## src/rtl/hazard_pkg.sv

```systemverilog
// hazard_pkg: shared FSM state encoding and register-index width for the hazard controller
package hazard_pkg;
  localparam int REG_AW = 5;
  typedef enum logic [1:0] {RUN = 2'd0, MEM_WAIT = 2'd1, ERR = 2'd2} state_t;
endpackage

```

## src/rtl/hazard_ctrl_if.sv

```systemverilog
// hazard_ctrl_if: hazard inputs from the pipeline and per-stage enable/flush controls back to it
interface hazard_ctrl_if #(parameter int CNT_W = 32);
  import hazard_pkg::*;
  logic [REG_AW-1:0] rs1_id, rs2_id, rd_ex;
  logic rs1_used_id, rs2_used_id, dmrd_ex, branch_taken_ex, mem_req_mem, mem_ready;
  logic pc_en, ifid_en, ifid_flush, idex_en, idex_flush, exmem_en, memwb_flush, mem_err;
  logic [CNT_W-1:0] stall_cycles, flush_count;
  modport master (
    output rs1_id, rs2_id, rd_ex, rs1_used_id, rs2_used_id, dmrd_ex, branch_taken_ex, mem_req_mem, mem_ready,
    input pc_en, ifid_en, ifid_flush, idex_en, idex_flush, exmem_en, memwb_flush, mem_err, stall_cycles, flush_count
  );
  modport slave (
    input rs1_id, rs2_id, rd_ex, rs1_used_id, rs2_used_id, dmrd_ex, branch_taken_ex, mem_req_mem, mem_ready,
    output pc_en, ifid_en, ifid_flush, idex_en, idex_flush, exmem_en, memwb_flush, mem_err, stall_cycles, flush_count
  );
endinterface

```

## src/rtl/hazard_lu_detect.sv

```systemverilog
// hazard_lu_detect: flags a load in EX whose destination is read by the instruction in ID
module hazard_lu_detect
  import hazard_pkg::*;
(
  input  logic [REG_AW-1:0] rs1_id,
  input  logic [REG_AW-1:0] rs2_id,
  input  logic [REG_AW-1:0] rd_ex,
  input  logic              rs1_used_id,
  input  logic              rs2_used_id,
  input  logic              dmrd_ex,
  output logic              lu
);
  assign lu = dmrd_ex && rd_ex != '0 &&
              ((rs1_used_id && rs1_id == rd_ex) || (rs2_used_id && rs2_id == rd_ex));
endmodule

```

## src/rtl/hazard_ctrl.sv

```systemverilog
// hazard_ctrl: Mealy pipeline sequencer for load-use stalls, branch squashes and memory waits with watchdog.
// Define HAZARD_PERF_EN to build the stall/flush performance counters; otherwise they read as zero.
module hazard_ctrl
  import hazard_pkg::*;
#(
  parameter int MEM_TIMEOUT = 16,
  parameter int CNT_W       = 32
) (
  input logic         clk,
  input logic         rst,
  hazard_ctrl_if.slave bus
);
  state_t state, state_nxt;
  logic [7:0] wait_cnt, wait_nxt;
  logic mem_err, lu, frz, br, lu_stall;
  hazard_lu_detect u_lu (
    .rs1_id      (bus.rs1_id),
    .rs2_id      (bus.rs2_id),
    .rd_ex       (bus.rd_ex),
    .rs1_used_id (bus.rs1_used_id),
    .rs2_used_id (bus.rs2_used_id),
    .dmrd_ex     (bus.dmrd_ex),
    .lu          (lu)
  );
  always_comb begin
    frz = (state == RUN && bus.mem_req_mem && !bus.mem_ready) ||
          (state == MEM_WAIT && !bus.mem_ready) || state == ERR;
    br = !frz && bus.branch_taken_ex;
    lu_stall = !frz && !bus.branch_taken_ex && lu;
    state_nxt = state == RUN ? (bus.mem_req_mem && !bus.mem_ready ? MEM_WAIT : RUN) :
                state == MEM_WAIT ? (bus.mem_ready ? RUN :
                                     wait_cnt == 8'(MEM_TIMEOUT - 1) ? ERR : MEM_WAIT) : ERR;
    wait_nxt = state_nxt == MEM_WAIT ? wait_cnt + 8'd1 : '0;
  end
  // Gating with rst keeps every enable and flush low for the whole reset assertion.
  always_comb begin
    bus.pc_en       = !rst && !frz && !lu_stall;
    bus.ifid_en     = !rst && !frz && !lu_stall;
    bus.ifid_flush  = !rst && br;
    bus.idex_en     = !rst && !frz;
    bus.idex_flush  = !rst && (br || lu_stall);
    bus.exmem_en    = !rst && !frz;
    bus.memwb_flush = !rst && frz;
    bus.mem_err     = mem_err;
  end
  always_ff @(posedge clk or posedge rst) begin
    if (rst) begin
      state    <= RUN;
      wait_cnt <= '0;
      mem_err  <= 1'b0;
    end else begin
      state    <= state_nxt;
      wait_cnt <= wait_nxt;
      mem_err  <= mem_err || state_nxt == ERR;
    end
  end
`ifdef HAZARD_PERF_EN
  logic [CNT_W-1:0] stall_q, flush_q;
  always_ff @(posedge clk or posedge rst) begin
    if (rst) begin
      stall_q <= '0;
      flush_q <= '0;
    end else begin
      stall_q <= stall_q + CNT_W'(frz || lu_stall);
      flush_q <= flush_q + CNT_W'(br);
    end
  end
  assign bus.stall_cycles = stall_q;
  assign bus.flush_count  = flush_q;
`else
  assign bus.stall_cycles = CNT_W'(0);
  assign bus.flush_count  = CNT_W'(0);
`endif
endmodule

```

## src/flat_wrapper.sv

```systemverilog
// flat-port wrapper written by rule: the top's interface ports become plain ports
module hazard_ctrl_flat import hazard_pkg::*;
#(
  parameter int MEM_TIMEOUT = 16,
  parameter int CNT_W       = 32
)
  (clk, rst, bus_rs1_id, bus_rs2_id, bus_rd_ex, bus_rs1_used_id, bus_rs2_used_id, bus_dmrd_ex, bus_branch_taken_ex, bus_mem_req_mem, bus_mem_ready, bus_pc_en, bus_ifid_en, bus_ifid_flush, bus_idex_en, bus_idex_flush, bus_exmem_en, bus_memwb_flush, bus_mem_err, bus_stall_cycles, bus_flush_count);
  hazard_ctrl_if #(.CNT_W(CNT_W)) bus_i ();
  input logic clk;
  input logic rst;
  input wire logic [$bits(bus_i.rs1_id)-1:0] bus_rs1_id;
  input wire logic [$bits(bus_i.rs2_id)-1:0] bus_rs2_id;
  input wire logic [$bits(bus_i.rd_ex)-1:0] bus_rd_ex;
  input wire logic [$bits(bus_i.rs1_used_id)-1:0] bus_rs1_used_id;
  input wire logic [$bits(bus_i.rs2_used_id)-1:0] bus_rs2_used_id;
  input wire logic [$bits(bus_i.dmrd_ex)-1:0] bus_dmrd_ex;
  input wire logic [$bits(bus_i.branch_taken_ex)-1:0] bus_branch_taken_ex;
  input wire logic [$bits(bus_i.mem_req_mem)-1:0] bus_mem_req_mem;
  input wire logic [$bits(bus_i.mem_ready)-1:0] bus_mem_ready;
  output wire logic [$bits(bus_i.pc_en)-1:0] bus_pc_en;
  output wire logic [$bits(bus_i.ifid_en)-1:0] bus_ifid_en;
  output wire logic [$bits(bus_i.ifid_flush)-1:0] bus_ifid_flush;
  output wire logic [$bits(bus_i.idex_en)-1:0] bus_idex_en;
  output wire logic [$bits(bus_i.idex_flush)-1:0] bus_idex_flush;
  output wire logic [$bits(bus_i.exmem_en)-1:0] bus_exmem_en;
  output wire logic [$bits(bus_i.memwb_flush)-1:0] bus_memwb_flush;
  output wire logic [$bits(bus_i.mem_err)-1:0] bus_mem_err;
  output wire logic [$bits(bus_i.stall_cycles)-1:0] bus_stall_cycles;
  output wire logic [$bits(bus_i.flush_count)-1:0] bus_flush_count;
  assign bus_i.rs1_id = bus_rs1_id;
  assign bus_i.rs2_id = bus_rs2_id;
  assign bus_i.rd_ex = bus_rd_ex;
  assign bus_i.rs1_used_id = bus_rs1_used_id;
  assign bus_i.rs2_used_id = bus_rs2_used_id;
  assign bus_i.dmrd_ex = bus_dmrd_ex;
  assign bus_i.branch_taken_ex = bus_branch_taken_ex;
  assign bus_i.mem_req_mem = bus_mem_req_mem;
  assign bus_i.mem_ready = bus_mem_ready;
  assign bus_pc_en = bus_i.pc_en;
  assign bus_ifid_en = bus_i.ifid_en;
  assign bus_ifid_flush = bus_i.ifid_flush;
  assign bus_idex_en = bus_i.idex_en;
  assign bus_idex_flush = bus_i.idex_flush;
  assign bus_exmem_en = bus_i.exmem_en;
  assign bus_memwb_flush = bus_i.memwb_flush;
  assign bus_mem_err = bus_i.mem_err;
  assign bus_stall_cycles = bus_i.stall_cycles;
  assign bus_flush_count = bus_i.flush_count;
  hazard_ctrl #(.MEM_TIMEOUT(MEM_TIMEOUT), .CNT_W(CNT_W)) u_core (.clk(clk), .rst(rst), .bus(bus_i));
endmodule
```

## config.mk

```make
export PLATFORM = sky130hd
export DESIGN_NAME = hazard_ctrl_flat
export DESIGN_NICKNAME = d
export VERILOG_FILES = /design/src/rtl/hazard_pkg.sv /design/src/rtl/hazard_ctrl_if.sv /design/src/rtl/hazard_lu_detect.sv /design/src/rtl/hazard_ctrl.sv /design/src/flat_wrapper.sv
export SDC_FILE = /design/constraint.sdc
export NUM_CORES = 1
export LEC_CHECK = 0
export CORE_ASPECT_RATIO = 0.7
export CORE_UTILIZATION = 30
export CTS_CLUSTER_SIZE = 28
export DETAILED_ROUTE_END_ITERATION = 8
export GPL_ROUTABILITY_DRIVEN = 0
export PLACE_DENSITY_LB_ADDON = 0.1
export SKIP_CTS_REPAIR_TIMING = 1
export SYNTH_ARGS = -nofsm -noshare
export SYNTH_HDL_FRONTEND = slang
export SYNTH_SLANG_ARGS = --single-unit
export TNS_END_PERCENT = 100
```

## constraint.sdc

```tcl
create_clock -name clk -period 1.5 [get_ports clk]
set_input_delay 0.3 -clock clk [delete_from_list [all_inputs] [get_ports clk]]
set_output_delay 0.3 -clock clk [all_outputs]
set_load 0.02 [all_outputs]
```

Word level (Yosys, flattened, before mapping)

Cells that the tools add are included.

Add/sub/neg operators: 1
Reduce and logical (&&, ||, !) cells: 28
Eq/ne operators: 7
Muxes and demuxes: 6

Operators with widths:

| kind                | number |
|---|---|
| $logic_and 1x1->1   | 16 |
| $eq 5x5->1          | 2 |
| $add 8x1->8 const B | 1 |
| $eq 8x4->1 const B  | 1 |
| $mux 2              | 4 |
| $mux 8              | 1 |
| $logic_not 1->1     | 5 |
| $logic_or 1x1->1    | 5 |
| $reduce_bool 5->1   | 1 |
| $eq 2x1->1 const B  | 2 |
| $eq 2x2->1 const B  | 2 |
| $logic_not 2->1     | 1 |
| $mux 1              | 1 |

Register bits after elaboration: 11
Input bits: 23
Word-level logic and storage cells: 45
Output and inout port bits: 72

Longest topological paths before layout

Depth in word-level cells: 10
Gate-level depth with buffers: 6

Hierarchy

Synthesis repeated with hierarchy kept, for this count alone.

Cell total of the unflattened synthesis: 143
Area total of the unflattened synthesis: 1219.9 sq um

Modules (own cells, without submodules):

| module           | sequential area each (sq um) | times used | area each (sq um) | cells each |
|---|---|---|---|---|
| hazard_ctrl      | 275.3                        | 1          | 1086.0            | 126 |
| hazard_lu_detect | 0.0                          | 1          | 133.9             | 17 |

Worst setup path before layout

No wires, ideal clock.

Path type: input port to output port
Start: input port rst
End: output port bus_idex_flush
Slack: -0.329 ns
Data required time: 1.200 ns
Arrival: 1.529 ns
Cell stages on the path: 4
Buffers on the path: 0
Cells stage by stage: inv_1 o311a_1 and2_1 o21bai_1

Longest elaborated chain between the ends: 2

RTL lines:

| item              | line               | RTL |
|---|---|---|
| start, declared   | flat_wrapper.sv:10 | `input logic rst;` |
| $logic_not 1->1   | hazard_ctrl.sv:41  | `bus.idex_flush = !rst && (br \|\| lu_stall);` |
| $logic_and 1x1->1 | hazard_ctrl.sv:41  |  |
| end, declared     | flat_wrapper.sv:24 | `output wire logic [$bits(bus_i.idex_flush)-1:0] bus_idex_flush;` |

No other way between the ends.

Worst setup path after layout

Start: register u_core.state[0]
End: output port bus_idex_flush

Longest elaborated chain between the ends: 10
Elaborated cells between the ends (all ways): 14
Classes of those cells: eq/ne: 2; reduce/logical: 12

RTL lines:

| item                            | line                                 | RTL |
|---|---|---|
| start, declared                 | hazard_ctrl.sv:13                    | `state_t state, state_nxt;` |
| start signal, assigned          | hazard_ctrl.sv:52                    | `state <= state_nxt;` |
| $logic_not 2->1                 | hazard_ctrl.sv:26                    | `frz = (state == RUN && bus.mem_req_mem && !bus.mem_ready) \|\|` |
| $logic_and 1x1->1 (2 in series) | hazard_ctrl.sv:26                    |  |
| $logic_or 1x1->1                | hazard_ctrl.sv:26                    |  |
| $logic_or 1x1->1 (*)            | hazard_ctrl.sv:27                    | `(state == MEM_WAIT && !bus.mem_ready) \|\| state == ERR;` |
| $logic_not 1->1 (*)             | hazard_ctrl.sv:28, hazard_ctrl.sv:29 |  |
| $logic_and 1x1->1 (2 in series) | hazard_ctrl.sv:29                    | `lu_stall = !frz && !bus.branch_taken_ex && lu;` |
| $logic_or 1x1->1 (*)            | hazard_ctrl.sv:41                    |  |
| $logic_and 1x1->1 (*)           | hazard_ctrl.sv:41                    |  |

Mark *: on every way between the ends. The rest lies on a longest branch, timed or not.

==> summary.txt <==
Floorplan
  – Initial Util: 32.5%
  – Die width: approximately 77 um
  – Row cnt: 18
  – Die area: 4220 sq um
  – I/O pins: 95
  – DIE HEIGHT: 54.6 um
  – Core area: between 3000 and 4000 sq um

Global routing
  – Largest net degree at the start of global routing: 12
  – Gr usage total: 8.81%
  – Grt total ovfl: 0
  – Vias in the first global route: between 600 and 700
  – First-pass GRT wire length: 2790 um
  – Initial antenna violation count: 0

Timing
  – Fin crit share: 120%
  – Final setup violation count: 7
  – Tmin final: between 1.5 and 2 ns
  – Final Max Slew Viols: 0
  – RSZ-0062 raised after global routing: yes
  – Clk_skew: 0.00312 ns
  – Hold Fails Final Rpt: 0
  – FMAX: 556 MHz
  – Final Worst Setup Slack: -0.300 ns

Synth
  – Post-synth cell types: 31
  – Synth Instances: 135
  – Synthesized flop and latch total: 11
  – Post-synthesis sequential area ratio: 23.2%
  – Cell accounting for the most synthesized area: buf_4
  – Synth top area cells: buf_4 (42%), dfrtp_1 (23%), xor2_1 (8.9%), nor2_2 (4.2%), xnor2_1 (3.0%)
  – Synthesized area: 1190 sq um
  – Post-Syn Area per Cell: 8.80 sq um
  – Yosys top cell area share: 41.7%
  – Warnings, synthesis: 0

Routing
  – DR WL/cell: 8.50 um
  – Initial drt markers: 12
  – Number of iterations in the first detailed-routing pass: 4
  – Post-DRT Antenna Nets: 0
  – Routed vias: 794
  – Final Routed Wirelength: about 2000 um
  – DRC violations left: 0
  – DR vias/cell: between 3 and 4

Power and ir drop
  – Power Dens Cells: 639 nW/um^2
  – Max IR drop VDD: 0.000362 V
  – Power Total: 965 uW
  – Leak: 0.000879 uW

Layout
  – Commonest non-fill, non-tap cell in the layout: conb_1
  – Layout Nets: 204
  – ANT cells: 0
  – Fin area: 1510 sq um
  – Sequential cell area: 275 sq um
  – Share of layout cells above drive strength 1: 33.0%
  – Multi-input gate area: 701 sq um
  – Fill cells: around 380
  – Most frequent cells in the layout: conb_1 (64), buf_4 (14), dlymetal6s2s_1 (11), dfrtp_1 (11), xor2_1 (10)
  – Area delta synth->final: 27.3%

Worst setup path
  – Reg2reg path depth: 6
  – Worst R2R Start: u_core.wait_cnt[0]$_DFF_PP0_
  – CP Depth: 5
  – CP Class: reg -> out
  – Required @ worst endpoint: 1.20 ns
  – Worst path top cell family by delay: compound AO/OA/AOI/OAI gates
  – Crit start category: flop
  – Crit-path slowest cell: o311a_4
  – Max incr delay on CP: 0.39 ns
  – Cell Chain, Critical Path: nor2_2 > o311a_4 > and2_4 > o21bai_1 > buf_4
  – Data arrival time of the critical path: about 1.5 ns
  – Reg-to-Reg End: u_core.wait_cnt[4]$_DFF_PP0_
  – CP endpoint kind: primary output
  – Worst R2R Setup Slack: 0.05 ns
  – Critical path peak fanout: 4
  – Buf/Inv on CP: 1

Status
  – Failing checks: setup timing
  – Status: finished with violations

Placed design
  – Detailed Place HPWL: 1570 um
  – Dpl ws: -1.05 ns
  – # port buffers: 30
  – Cell Area, Placed: 1390 sq um

Clock tree
  – Root Driver: clkbuf_8
  – Clock Latency Late Sink: 0.24 ns
  – CTS tree: done
  – Clk pin slew, worst setup/hold paths: 0.05 ns
  – H-tree levels: 1
  – CTS Buffer Depth: 2
  – Clock Sinks: 11
  – CTS buffer count: 3

Flow run
  – Max Cap Viol: 0

Hold path
  – Worst hold path type: in -> async
## flip-flops by register name, summed over array words and instances, names as in the netlist
| name | flops |
|---|---|
| u_core.bus.mem_err | 1 |
| u_core.wait_cnt | 8 |
| u_core.state | 2 |
## kinds of logic (layout without fill, tap and decap cells)
| group | Yosys count | count (layout) | share of synthesized area, % |
|---|---|---|---|
| DFF | 11 | 11 | 23.2 |
| xor gates and xnor gates | 16 | 16 | 11.8 |
| and+or+nand+nor | 27 | 27 | 14.6 |
| AOI/OAI and AO/OA | 8 | 8 | 5.06 |
| adders and majority gates | 1 | 1 | 1.05 |
| buffers and inverters | 71 | 52 | 43.9 |
| other | 1 | 64 | 0.316 |
## power by group
part | switching (uW) | internal, uW | total (uW) | leakage [uW]
logic | 239 | 123 | 362 | 0.000703
clock network | 113 | 182 | 295 | 0.0000255
registers | 4.24 | 304 | 308 | 0.000151
total | 356 | 609 | 965 | 0.000879
## how the worst max path moves through the flow
stage	start	to	slack [ns]
final	u_core.state[0]$_DFF_PP0_	bus_idex_flush	-0.30
after global routing	u_core.state[0]$_DFF_PP0_	bus_idex_flush	-0.37
after CTS	bus_rd_ex[0]	bus_pc_en	-1.05
after detailed placement	bus_rd_ex[0]	bus_ifid_en	-1.05
after global placement	bus_rd_ex[0]	bus_ifid_en	-1.03
after floorplan	bus_rd_ex[3]	bus_pc_en	-0.17
## Yosys cell counts (all sizes together)
master	number
a32oi	1
o21bai	1
inv	4
o211ai	1
nand3	2
nor2	9
xor2	12
a21o	1
and3	3
nand2	1
xnor2	4
or4	1
or2	2
and2	3
o311a	1
nand2b	1
or3	1
o31a	1
buf	67
dfrtp	11
o21ai	1
nand4	1
conb	1
a21oi	1
ha	1
nor4	3
## per-layer routing
metal / up-vias / track usage, % / share of wire [%]
met2: 51 / 13.1 / 46
met5: - / 0 / 0
li1: 388 / - / -
met1: 353 / 11.6 / 44
met4: 0 / 1.89 / 0.46
met3: 2 / 4.17 / 10
## layout make-up
type                       count  area share, %
inverter                       4           1.24
tap                           50           4.14
multi-input combinational    116           46.4
clock inverter                 1          0.331
clock buffer                   3           2.73
sequential                    11           18.2
timing repair buffer          44           27.0
## tightest hold or removal path, stage by stage
cell and delay, ns:
dlymetal6s2s_1 0.16, clkinvlp_4 0.09, buf_4 0.19
## metrics by stage
step | setup TNS [ns] | hold slack [ns] | instances | util [%]
global placement | -8.57 | 0.461 | 223 | 38.1
global route | -1.84 | 0.159 | 229 | 41.4
CTS | -6.27 | 0.466 | 227 | 39.3
detailed placement | -8.38 | 0.466 | 223 | 38.1
finish | -1.33 | 0.152 | 229 | 41.4
floorplan | -0.289 | 0.104 | 198 | -
No activity file was read; power rests on OpenSTA's default activity.
